[src/rtl/exp_arb_pkg.sv]
// Shared types and widths for the exponentiation-unit arbiter.
package exp_arb_pkg;

    localparam int unsigned OP_W  = 4;
    localparam int unsigned RES_W = 16;
    localparam int unsigned TO_W  = 8;

    typedef enum logic [2:0] {
        StIdle,
        StLoadN,
        StLoadX,
        StWaitBusy,
        StWaitDone,
        StResp
    } arb_state_e;

endpackage

[src/rtl/exp_unit_arbiter_rr_pick.sv]
// Round-robin pick: first set request bit scanning upward from ptr_i, wrapping at NREQ.
module rr_pick #(
    parameter int unsigned NREQ  = 4,
    parameter int unsigned IDX_W = 2
) (
    input  logic [NREQ-1:0]  req_i,
    input  logic [IDX_W-1:0] ptr_i,
    output logic [NREQ-1:0]  win_oh_o,
    output logic [IDX_W-1:0] win_idx_o,
    output logic             win_any_o
);

    logic [IDX_W:0] pos;
    logic           found;

    always_comb begin
        win_oh_o  = '0;
        win_idx_o = '0;
        found     = 1'b0;
        pos       = '0;
        for (int unsigned i = 0; i < NREQ; i++) begin
            // ptr_i < NREQ and i < NREQ, so one conditional subtract is enough to wrap.
            pos = {1'b0, ptr_i} + (IDX_W + 1)'(i);
            if (pos >= (IDX_W + 1)'(NREQ)) begin
                pos = pos - (IDX_W + 1)'(NREQ);
            end
            if (!found && req_i[pos[IDX_W-1:0]]) begin
                found                        = 1'b1;
                win_idx_o                    = pos[IDX_W-1:0];
                win_oh_o[pos[IDX_W-1:0]]     = 1'b1;
            end
        end
        win_any_o = found;
    end

endmodule

[src/rtl/exp_unit_arbiter.sv]
// Round-robin arbiter that shares one exponentiation unit among NREQ requesters and
// sequences its two-beat start/bus load (n then x), then returns the result with a done pulse.
module exp_unit_arbiter
    import exp_arb_pkg::*;
#(
    parameter int unsigned NREQ    = 4,
    parameter int unsigned TIMEOUT = 255
) (
    input  logic                 clk,
    input  logic                 rst,
    input  logic [NREQ-1:0]      req,
    input  logic [OP_W*NREQ-1:0] req_x,
    input  logic [OP_W*NREQ-1:0] req_n,
    output logic [NREQ-1:0]      gnt,
    output logic [NREQ-1:0]      done,
    output logic [RES_W-1:0]     result,
    output logic                 err,
    output logic                 busy,
    output logic                 exp_start,
    output logic [OP_W-1:0]      exp_bus,
    input  logic                 exp_ready,
    input  logic [RES_W-1:0]     exp_y
);

    localparam int unsigned IDX_W = (NREQ > 1) ? $clog2(NREQ) : 1;

    arb_state_e         state_q, state_d;
    logic [NREQ-1:0]    gnt_q, gnt_d;
    logic [NREQ-1:0]    done_q, done_d;
    logic [RES_W-1:0]   result_q, result_d;
    logic               err_q, err_d;
    logic               busy_q, busy_d;
    logic               exp_start_q, exp_start_d;
    logic [OP_W-1:0]    exp_bus_q, exp_bus_d;
    logic [OP_W-1:0]    x_q, x_d;
    logic [IDX_W-1:0]   idx_q, idx_d;
    logic [IDX_W-1:0]   ptr_q, ptr_d;
    logic [TO_W-1:0]    cnt_q, cnt_d;

    logic [NREQ-1:0]    pick_oh;
    logic [IDX_W-1:0]   pick_idx;
    logic               pick_any;
    logic [TO_W-1:0]    cnt_inc;
    logic               to_hit;

    rr_pick #(
        .NREQ  (NREQ),
        .IDX_W (IDX_W)
    ) u_rr_pick (
        .req_i     (req),
        .ptr_i     (ptr_q),
        .win_oh_o  (pick_oh),
        .win_idx_o (pick_idx),
        .win_any_o (pick_any)
    );

    assign cnt_inc = cnt_q + 1'b1;
    assign to_hit  = (cnt_inc == TO_W'(TIMEOUT));

    // Outputs are registered, so they are decoded from the state being entered.
    always_comb begin
        state_d     = state_q;
        gnt_d       = gnt_q;
        idx_d       = idx_q;
        x_d         = x_q;
        ptr_d       = ptr_q;
        cnt_d       = cnt_q;
        done_d      = '0;
        result_d    = '0;
        err_d       = 1'b0;
        exp_start_d = 1'b0;
        exp_bus_d   = '0;

        unique case (state_q)
            StIdle: begin
                if (pick_any) begin
                    state_d     = StLoadN;
                    gnt_d       = pick_oh;
                    idx_d       = pick_idx;
                    x_d         = req_x[OP_W*int'(pick_idx) +: OP_W];
                    // exp_bus_q doubles as the latch for n during the LOAD_N beat.
                    exp_start_d = 1'b1;
                    exp_bus_d   = req_n[OP_W*int'(pick_idx) +: OP_W];
                end
            end
            StLoadN: begin
                state_d     = StLoadX;
                exp_start_d = 1'b1;
                exp_bus_d   = x_q;
            end
            StLoadX: begin
                state_d = StWaitBusy;
                cnt_d   = '0;
            end
            StWaitBusy: begin
                if (!exp_ready) begin
                    state_d = StWaitDone;
                    cnt_d   = '0;
                end else if (to_hit) begin
                    state_d = StResp;
                    done_d  = gnt_q;
                    err_d   = 1'b1;
                end else begin
                    cnt_d = cnt_inc;
                end
            end
            StWaitDone: begin
                if (exp_ready) begin
                    state_d  = StResp;
                    done_d   = gnt_q;
                    result_d = exp_y;
                end else if (to_hit) begin
                    state_d = StResp;
                    done_d  = gnt_q;
                    err_d   = 1'b1;
                end else begin
                    cnt_d = cnt_inc;
                end
            end
            StResp: begin
                state_d = StIdle;
                gnt_d   = '0;
                ptr_d   = (idx_q == IDX_W'(NREQ - 1)) ? '0 : idx_q + 1'b1;
            end
            default: begin
                state_d = StIdle;
                gnt_d   = '0;
            end
        endcase

        busy_d = (state_d != StIdle);
    end

    always_ff @(posedge clk or negedge rst) begin
        if (!rst) begin
            state_q     <= StIdle;
            gnt_q       <= '0;
            done_q      <= '0;
            result_q    <= '0;
            err_q       <= 1'b0;
            busy_q      <= 1'b0;
            exp_start_q <= 1'b0;
            exp_bus_q   <= '0;
            x_q         <= '0;
            idx_q       <= '0;
            ptr_q       <= '0;
            cnt_q       <= '0;
        end else begin
            state_q     <= state_d;
            gnt_q       <= gnt_d;
            done_q      <= done_d;
            result_q    <= result_d;
            err_q       <= err_d;
            busy_q      <= busy_d;
            exp_start_q <= exp_start_d;
            exp_bus_q   <= exp_bus_d;
            x_q         <= x_d;
            idx_q       <= idx_d;
            ptr_q       <= ptr_d;
            cnt_q       <= cnt_d;
        end
    end

    assign gnt       = gnt_q;
    assign done      = done_q;
    assign result    = result_q;
    assign err       = err_q;
    assign busy      = busy_q;
    assign exp_start = exp_start_q;
    assign exp_bus   = exp_bus_q;

endmodule

[config.mk]
export PLATFORM = sky130hd
export DESIGN_NAME = exp_unit_arbiter
export DESIGN_NICKNAME = d
export VERILOG_FILES = /design/src/rtl/exp_arb_pkg.sv /design/src/rtl/exp_unit_arbiter_rr_pick.sv /design/src/rtl/exp_unit_arbiter.sv
export SDC_FILE = /design/constraint.sdc
export NUM_CORES = 1
export LEC_CHECK = 0
export CAP_MARGIN = 5
export CELL_PAD_IN_SITES_DETAIL_PLACEMENT = 0
export CELL_PAD_IN_SITES_GLOBAL_PLACEMENT = 1
export CORE_MARGIN = 4
export CORE_UTILIZATION = 38
export CTS_BUF_LIST = sky130_fd_sc_hd__clkbuf_16
export DETAILED_ROUTE_END_ITERATION = 8
export PLACE_DENSITY_LB_ADDON = 0.1
export SYNTH_ARGS = -nofsm -noshare
export SYNTH_HDL_FRONTEND = slang
export SYNTH_SLANG_ARGS = --single-unit
[constraint.sdc]
create_clock -name clk -period 8.3 [get_ports clk]
set_clock_uncertainty 0.05 [all_clocks]
set_input_delay 1.245 -clock clk [delete_from_list [all_inputs] [get_ports clk]]
set_output_delay 1.245 -clock clk [all_outputs]
set_load 0.02 [all_outputs]
==> qor.yml <==
synth:
  synth.most_common_cell: "dfrtp_1"
  yosys.area.top_type_share: 0.438
  netlist_area_um2: 2860
  synth_ff_type: "dfrtp_1"
  synth-seq-area-share: 0.438
  synth_area_leaders: "dfrtp_1 44%, mux2i_1 7.0%, ha_1 4.8%"
  synth_commonest_cells: "50 x dfrtp_1, 28 x nand2_1, 22 x o21ai_0"
  synth_edf_count: 0
  yosys.area.top_type: "dfrtp_1"
  syn_nets: 356
  synth-seq-cells: 50
  yosysWarnings: 0
  synth_cell_types: 48
  synth_cells: 290
  ys_async_sr_fraction: 1.00
  synth_area_per_cell_um2: 9.85
global_routing:
  antenna_found_initial: 0
  use_met2: 0.229
  busiest_layer: "met2"
  track_usage: 0.157
  grt_first_pass_wirelength_mm: 11.4
  grt.overflow.total: 0
  grt_pass1_vias: 2396
  use_met3: 0.0518
  grt_max_degree: 51
  groute.layer.met1.usage: 0.226
sta:
  setup_viol: 0
  maxSlewViolCount: 0
  slew_headroom: 0.346
  finalCriticalPeriod_ns: 3.84
  hold_violations: 0
  tns_ns: 0
  fmax_mhz: 260
  finalCritPeriodShare: 0.463
  fin_ws_ns: 4.46
  max_slew.worst_pin.slew_ns: 0.977
  rsz0062_at_grt: "no"
flow_run:
  drv_cap: 0
drt:
  routed_via_density: 5.16
  dr.pass1.iters: 4
  drt_iter0_markers: 167
  drtAntennaViolNets: 0
  totalWireLength_mm: 6.78
  wire_per_inst_um: 14.6
  vias: 2394
  drcViolationCount: 0
placement:
  gp_congestion: 0.804
  pre_cts_slack_ns: 4.38
  hpwl_mm: 4.95
  portBuffers: 85
cells_and_area:
  multi_input_area_um2: 1470
  seqCellArea_um2: 1250
  area_growth_pct: 36.0
  layout-drive-gt1-share: 0.0603
  num_antenna_cells: 0
  fillCellCount: 700
  nets: 431
  final_util: 0.532
cts:
  cts_buffers: 5
  cts.htree.levels: 2
  insertion_delay_ns: 0.28
  cts.path.max_buffers: 2
  cts_hold_buf: 0
  cts_resized: 0
  cts-root-buf: "clkbuf_16"
  cts_setup_buffers: 0
  cts.clk_slew.worst_paths_ns: 0.07
  cts_tree: "built"
  clock_sinks: 50
die:
  die_w_um: 94.7
  io_pins: 86
  die_h_um: 94.7
  initial_core_util: 0.392
  design.die.area_um2: 8960
  num_rows: 31
  core-area_um2: 7290
critical_path:
  worst-setup-path-type: "register to register"
  required_ns: 8.39
  crit_family: "flip-flops"
  crit_path_top_delay_cell: "dfrtp_1"
  arrival_ns: 3.93
  start_kind: "register"
  crit_fanout: 21
  path_buf_inv: 1
  endpoint_kind: "register"
  worstPathCellList: "clkinv_1 -> ha_1 -> mux4_2 -> nor2b_4 -> o21ai_2 -> o21ai_4 -> mux2i_1 -> o221ai_1"
  cpPeakStageDelay_ns: 0.88
outcome:
  status: "complete, no violations"
power_and_ir_drop:
  p_leak_nw: 1.65
  powerDensity_nw_per_um2: 286
  worst_ir_drop_vdd_uv: 111
hold_path:
  hold_path_class: "register to register"
-- final cells by class --
class / count / area share
Clock inverter: 2 / 0.00999
Timing Repair Buffer: 86 / 0.220
Sequential cell: 50 / 0.322
Inverter: 6 / 0.00580
Multi-Input combinational cell: 216 / 0.378
Clock buffer: 5 / 0.0322
Tap cell: 99 / 0.0319
-- layout by cell type, fill, tap and decap left out, types with 2 or more instances in the layout --
| cell type | netlist | routed |
|---|---|---|
| clkdlybuf4s50_1 | 0 | 84 |
| dfrtp_1 | 50 | 50 |
| nand2_1 | 28 | 28 |
| o21ai_0 | 22 | 22 |
| nor2_1 | 21 | 21 |
| mux2i_1 | 20 | 20 |
| and2_1 | 16 | 16 |
| a21oi_1 | 12 | 12 |
| ha_1 | 11 | 11 |
| nand3_1 | 10 | 10 |
| nor2b_1 | 9 | 9 |
| o221ai_1 | 8 | 8 |
| a221oi_1 | 6 | 6 |
| inv_1 | 5 | 5 |
| a22oi_1 | 5 | 5 |
| clkbuf_16 | 0 | 5 |
| nor3_1 | 4 | 4 |
| and3_1 | 4 | 4 |
| mux2_2 | 3 | 3 |
| xor2_1 | 2 | 2 |
| nor4_1 | 2 | 2 |
| mux4_2 | 2 | 2 |
| nor2_2 | 2 | 2 |
| o21ai_2 | 2 | 2 |
| a211oi_1 | 2 | 2 |
| or2_2 | 2 | 2 |
| nand4_1 | 2 | 2 |
| a31oi_1 | 2 | 2 |
| o31ai_1 | 2 | 2 |
| o41ai_1 | 2 | 2 |
-- metrics by stage --
stage | hold WS (ns) | power, W | cell area, µm² | instances
global route | 0.456 | 0.00120 | 3880 | 464
finish | 0.417 | 0.00111 | 3880 | 464
global placement | 0.410 | 0.000887 | 3720 | 457
CTS | 0.424 | 0.00112 | 3880 | 464
floorplan | 0.391 | 0.000770 | 2860 | 290
detailed placement | 0.415 | 0.000888 | 3720 | 457
-- worst paths after layout --
check                         start        end  slack, ns  cells after the start
max                        ptr_q[0]     x_q[2]       4.46                      8
min in group asynchronous       rst  exp_start       1.01                      2
min                        cnt_q[6]   cnt_q[6]       0.42                      1
min reg2reg                cnt_q[6]   cnt_q[6]       0.42                      1
max reg2reg                ptr_q[0]     x_q[2]       4.46                      8
max in group asynchronous       rst   ptr_q[1]       6.76                      2
-- cell families (layout without fill, tap and decap cells) --
| kind of cell | Yosys count | in the layout | synth area share |
|---|---|---|---|
| AO/OA/AOI/OAI | 72 | 72 | 0.173 |
| XOR/XNOR | 3 | 3 | 0.00920 |
| adder cells (fa/ha/maj) | 11 | 11 | 0.0482 |
| buffers and inverters | 24 | 99 | 0.0478 |
| flip-flops | 50 | 50 | 0.438 |
| multiplexers | 26 | 26 | 0.102 |
| AND/OR/NAND/NOR | 104 | 104 | 0.182 |
-- where the power goes --
group | internal [W] | switching (W) | total (W)
logic | 0.000237 | 0.000288 | 0.000525
clock network | 0.000141 | 0.0000865 | 0.000228
registers | 0.000293 | 0.0000665 | 0.000359
-- per-layer routing --
metal | vias to the layer above | wire length, µm
met5 | - | 0
met4 | 0 | 30
met3 | 2 | 614
met2 | 89 | 2930
met1 | 1110 | 3210
li1 | 1193 | -
-- registers in the layout (all words and copies together), names as in the netlist --
signal and cells:
x_q 4, gnt 4, result 16, idx_q 2, err 1, ptr_q 2
exp_start 1, done 4, state_q 3, cnt_q 8, exp_bus 4, busy 1
Note: power is estimated with default switching activity, not from simulation.
==> patch 1, RTL diff (config.mk and constraints unchanged) <==
Reset style: synchronous (`rst`), changed in one clocked block.
--- a/src/rtl/exp_unit_arbiter.sv
+++ b/src/rtl/exp_unit_arbiter.sv
@@ -132,5 +132,5 @@
     end
 
-    always_ff @(posedge clk or negedge rst) begin
+    always_ff @(posedge clk) begin
         if (!rst) begin
             state_q     <= StIdle;
Behaviour: differs if rst is asserted again (counterexample within 4 cycles, from zero or initial values and one cycle with rst low); with rst held inactive, the same outputs for 10 cycles.
==> patch 1 against the unedited design <==
- setup slack got worse by 0.0018 ns
- cell area rose by 3.5%
- sequential cell count did not move
- area after synthesis rose by 3.9%
- non-clock buffer count rose by 1
- critical path type unchanged
- wire length rose by 15%
Power is not compared: it rests on default switching activity, and its combinational part moved more than twofold at a synthesized area within 25%.
==> patch 1: results <==
group,metric,value,unit
logic_synthesis,seq_area_frac_synth,33.8,%
grt,grt_pass1_wl,12500,µm
cells_and_area,fin_util,54.2,%
place,gp_congestion,0.788,
logic_synthesis,syn_inst,353,
cells_and_area,fillers,707,
grt,grt_pass1_vias,2661,
run_status,status,"finished clean",
place,postPlaceCellArea,0.00385,mm²
drt,wl_per_cell,14.8,µm
logic_synthesis,synth_nets,419,
timing,whs,0.426,ns
timing,maxSlewHeadroom,47.0,%
worst_setup_path,required,8.46,ns
logic_synthesis,synth_cell_types,57,
logic_synthesis,synth.top_cells.by_count,"dfxtp_1, nand2_1, nor2_1, and2_1, a21oi_1",
logic_synthesis,async_reset_ff_share,0,%
cells_and_area,final_cell_count_no_fill,527,
timing,period_needed,3.85,ns
cells_and_area,nets,493,
place,dp_slack,4.43,ns
drt,num_vias,2756,
drt,drt_iter0_markers,93,
grt,grt_util_all_layers,16.9,%
place,hpwl,6040,µm
grt,grt_max_degree,31,
[patch 1: cell types whose count changed after synthesis, moves of 8 or more]
cell      delta
dfrtp_1     -50
nor4b_1      +8
mux2i_1     -10
o221ai_1     -8
nand2_1     +17
dfxtp_1     +50
[patch 1: path summary, 6_finish.rpt]
check / startpoint / to / depth (start not counted)
worst max-delay path: ptr_q[0] / exp_bus[2] / 9
worst min-delay path: x_q[2] / exp_bus[2] / 2
worst max register to register: ptr_q[0] / exp_bus[2] / 9
worst min register to register: x_q[2] / exp_bus[2] / 2
[patch 1: cells by family (layout without fill, tap and decap cells)]
family | count (synthesis) | after routing | share of synthesized area (%)
flops | 50 | 50 | 33.8
compound gates | 103 | 103 | 24.9
xor+xnor | 6 | 6 | 1.77
mux | 13 | 13 | 5.65
fa+ha+maj | 11 | 11 | 4.64
simple gates | 136 | 136 | 23.8
buf+inv | 34 | 109 | 5.44
[patch 1: power groups by stage]
stage / registers [mW] / clock network (mW) / logic, mW
5_1_grt: 0.267 / 0.244 / 0.153
3_5_place_dp: 0.271 / 0 / 0.140
4_1_cts: 0.265 / 0.235 / 0.140
6_report: 0.265 / 0.227 / 0.139
2_1_floorplan: 0.275 / 0 / 0.0780
3_3_place_gp: 0.271 / 0 / 0.139
[patch 1: final cells by class]
type / count / area share (%)
multi-input combinational: 269 / 44.9
sequential: 50 / 24.9
timing repair buffer: 87 / 21.6
clock buffer: 5 / 3.11
tap: 99 / 3.08
inverter: 14 / 1.43
clock inverter: 3 / 1.03
[patch 1: per-layer routing]
metal | wire (µm) | part of all wire (%) | track usage (%)
met1 | 3420 | 44 | 20.6
met2 | 3940 | 51 | 30.5
met3 | 322 | 4.1 | 2.35
met4 | 114 | 1.5 | 5.26
met5 | 0 | 0 | 0
[patch 1: critical path: stages (launching register included)]
cell and delay, ns:
dfxtp_1 0.31, buf_4 0.32, clkinv_1 0.59, ha_1 0.64, nand2b_1 0.16, a21oi_1 0.10
a211oi_2 0.64, o21ai_0 0.36, or2_2 0.41, o211ai_1 0.17
==> patch 2, RTL diff (same flow settings) <==
Without the edit above. The package constant `TO_W` goes from 8 to 6.
--- a/src/rtl/exp_arb_pkg.sv
+++ b/src/rtl/exp_arb_pkg.sv
@@ -4,5 +4,5 @@
     localparam int unsigned OP_W  = 4;
     localparam int unsigned RES_W = 16;
-    localparam int unsigned TO_W  = 8;
+    localparam int unsigned TO_W  = 6;
 
     typedef enum logic [2:0] {
Function: same outputs for any inputs over 10 cycles, from zero or initial values and one cycle with rst low; that may be too few to reach the edited logic, so the function may still have changed.
==> patch 2 against the unedited design <==
- utilization is 0.43 points higher
- cell area increased by 0.81%
- global-route usage down 0.47 points
- area after synthesis rose by 0.53%
- worst hold slack improved by 0.034 ns
- sequential cell count fell by 2
- total power increased by 0.71%
- count of clock-buffer cells in the layout stayed put
- sequential share of layout area decreased by 1.5 points
- wire length down 0.78%
- critical path depth is the same
- setup slack gained 0.22 ns
- non-clock buffer count down 1
==> patch 2: results <==
group,metric,value,unit
run_status,status,"finished clean",
cells_and_area,drive_gt1_share,8.94,%
worst_setup_path,reg2reg_to,"exp_bus[0]",
place,dpl.cell_count,449,
cells_and_area,nets,423,
logic_synthesis,ys_ff_latch,48,
min_path,holdCritStartpoint,"x_q[3]",
place,dp_slack,4.40,ns
logic_synthesis,synth_nets,347,
logic_synthesis,syn_avg_cell_area,10.2,µm²
drt,wl_per_cell,14.7,µm
pwr,peakVddDrop,0.139,mV
timing,period_share,43.7,%
place,gp_congestion,0.779,
pwr,p_clk_share,20.7,%
grt,grt_pass1_wl,11000,µm
place,postPlaceCellArea,0.00374,mm²
pwr,leakagePower,1.64,nW
worst_setup_path,r2r_setup_slack,4.67,ns
worst_setup_path,critPathMaxFanout,25,
drt,wl_met2,3440,µm
grt,grt_max_degree,49,
cells_and_area,buffers_excl_clock,85,
min_path,hold_class,"reg -> reg",
cells_and_area,clock_area_share,4.38,%
pwr,combPwrFrac,47.4,%
pwr,switching_share,39.5,%
grt,grt_pass1_vias,2299,
pwr,p_clk,0.232,mW
cts,worstSkewPairLatency,0.28,ns
logic_synthesis,synth_area_leaders,"dfrtp_1, ha_1, and2_1",
worst_setup_path,max_stage_delay,0.97,ns
min_path,hold_path_end,"x_q[3]",
drt,drt_iter0_markers,66,
timing,whs,0.450,ns
drt,met1Wirelength,2930,µm
cts,ctsHoldBuffers,0,
cells_and_area,bufAreaShareNonClock,21.6,%
grt,met1_usage,20.1,%
grt,met2_usage,26.2,%
grt,grt_util_all_layers,15.3,%
logic_synthesis,seq_area_frac_synth,41.8,%
drt,wl_met3,316,µm
cells_and_area,multi_input_gates,211,
cells_and_area,multi_input_area_share,39.6,%
grt,use_met3,2.87,%
cts,cts_setup_buffers,0,
cells_and_area,seq_share,30.7,%
logic_synthesis,synth.top_cells.by_count,"dfrtp_1, nand2_1, and2_1, o21ai_0, nor2_1",
floorplan,fp.dieW,94.9,µm
worst_setup_path,arrival,3.74,ns
drt,via_per_inst,5.09,
logic_synthesis,synth_cell_types,53,
cells_and_area,fillers,711,
drt,drt-total-wl,6730,µm
cells_and_area,multi_input_area,0.00155,mm²
place,hpwl,5110,µm
timing,worst_pin_slew,1.05,ns
min_path,whs_path_depth,2,
patch 2: cell count changes after synthesis, moves of 3 or more:
| cell | unedited run | this run |
|---|---|---|
| nor3b_1 | 0 | 4 |
| nand3_1 | 10 | 13 |
| nand2b_1 | 1 | 8 |
| o221ai_1 | 8 | 5 |
| nand2_1 | 28 | 22 |
| a21oi_1 | 12 | 8 |
| nor3_1 | 4 | 7 |
| mux2i_1 | 20 | 9 |
| o21ai_0 | 22 | 16 |
| a22o_1 | 0 | 5 |
| nor2_1 | 21 | 15 |
| a222oi_1 | 0 | 4 |
| o31ai_1 | 2 | 5 |
| o21a_1 | 0 | 3 |
patch 2: cells by family (layout without fill, tap and decap cells):
kind of cell	after synthesis	in the layout	share of synthesized area, %
buf+inv	22	99	4.18
flops	48	48	41.8
simple gates	108	108	20.8
fa+ha+maj	11	11	4.80
xor+xnor	1	1	0.305
compound gates	71	71	19.5
mux	20	20	8.59
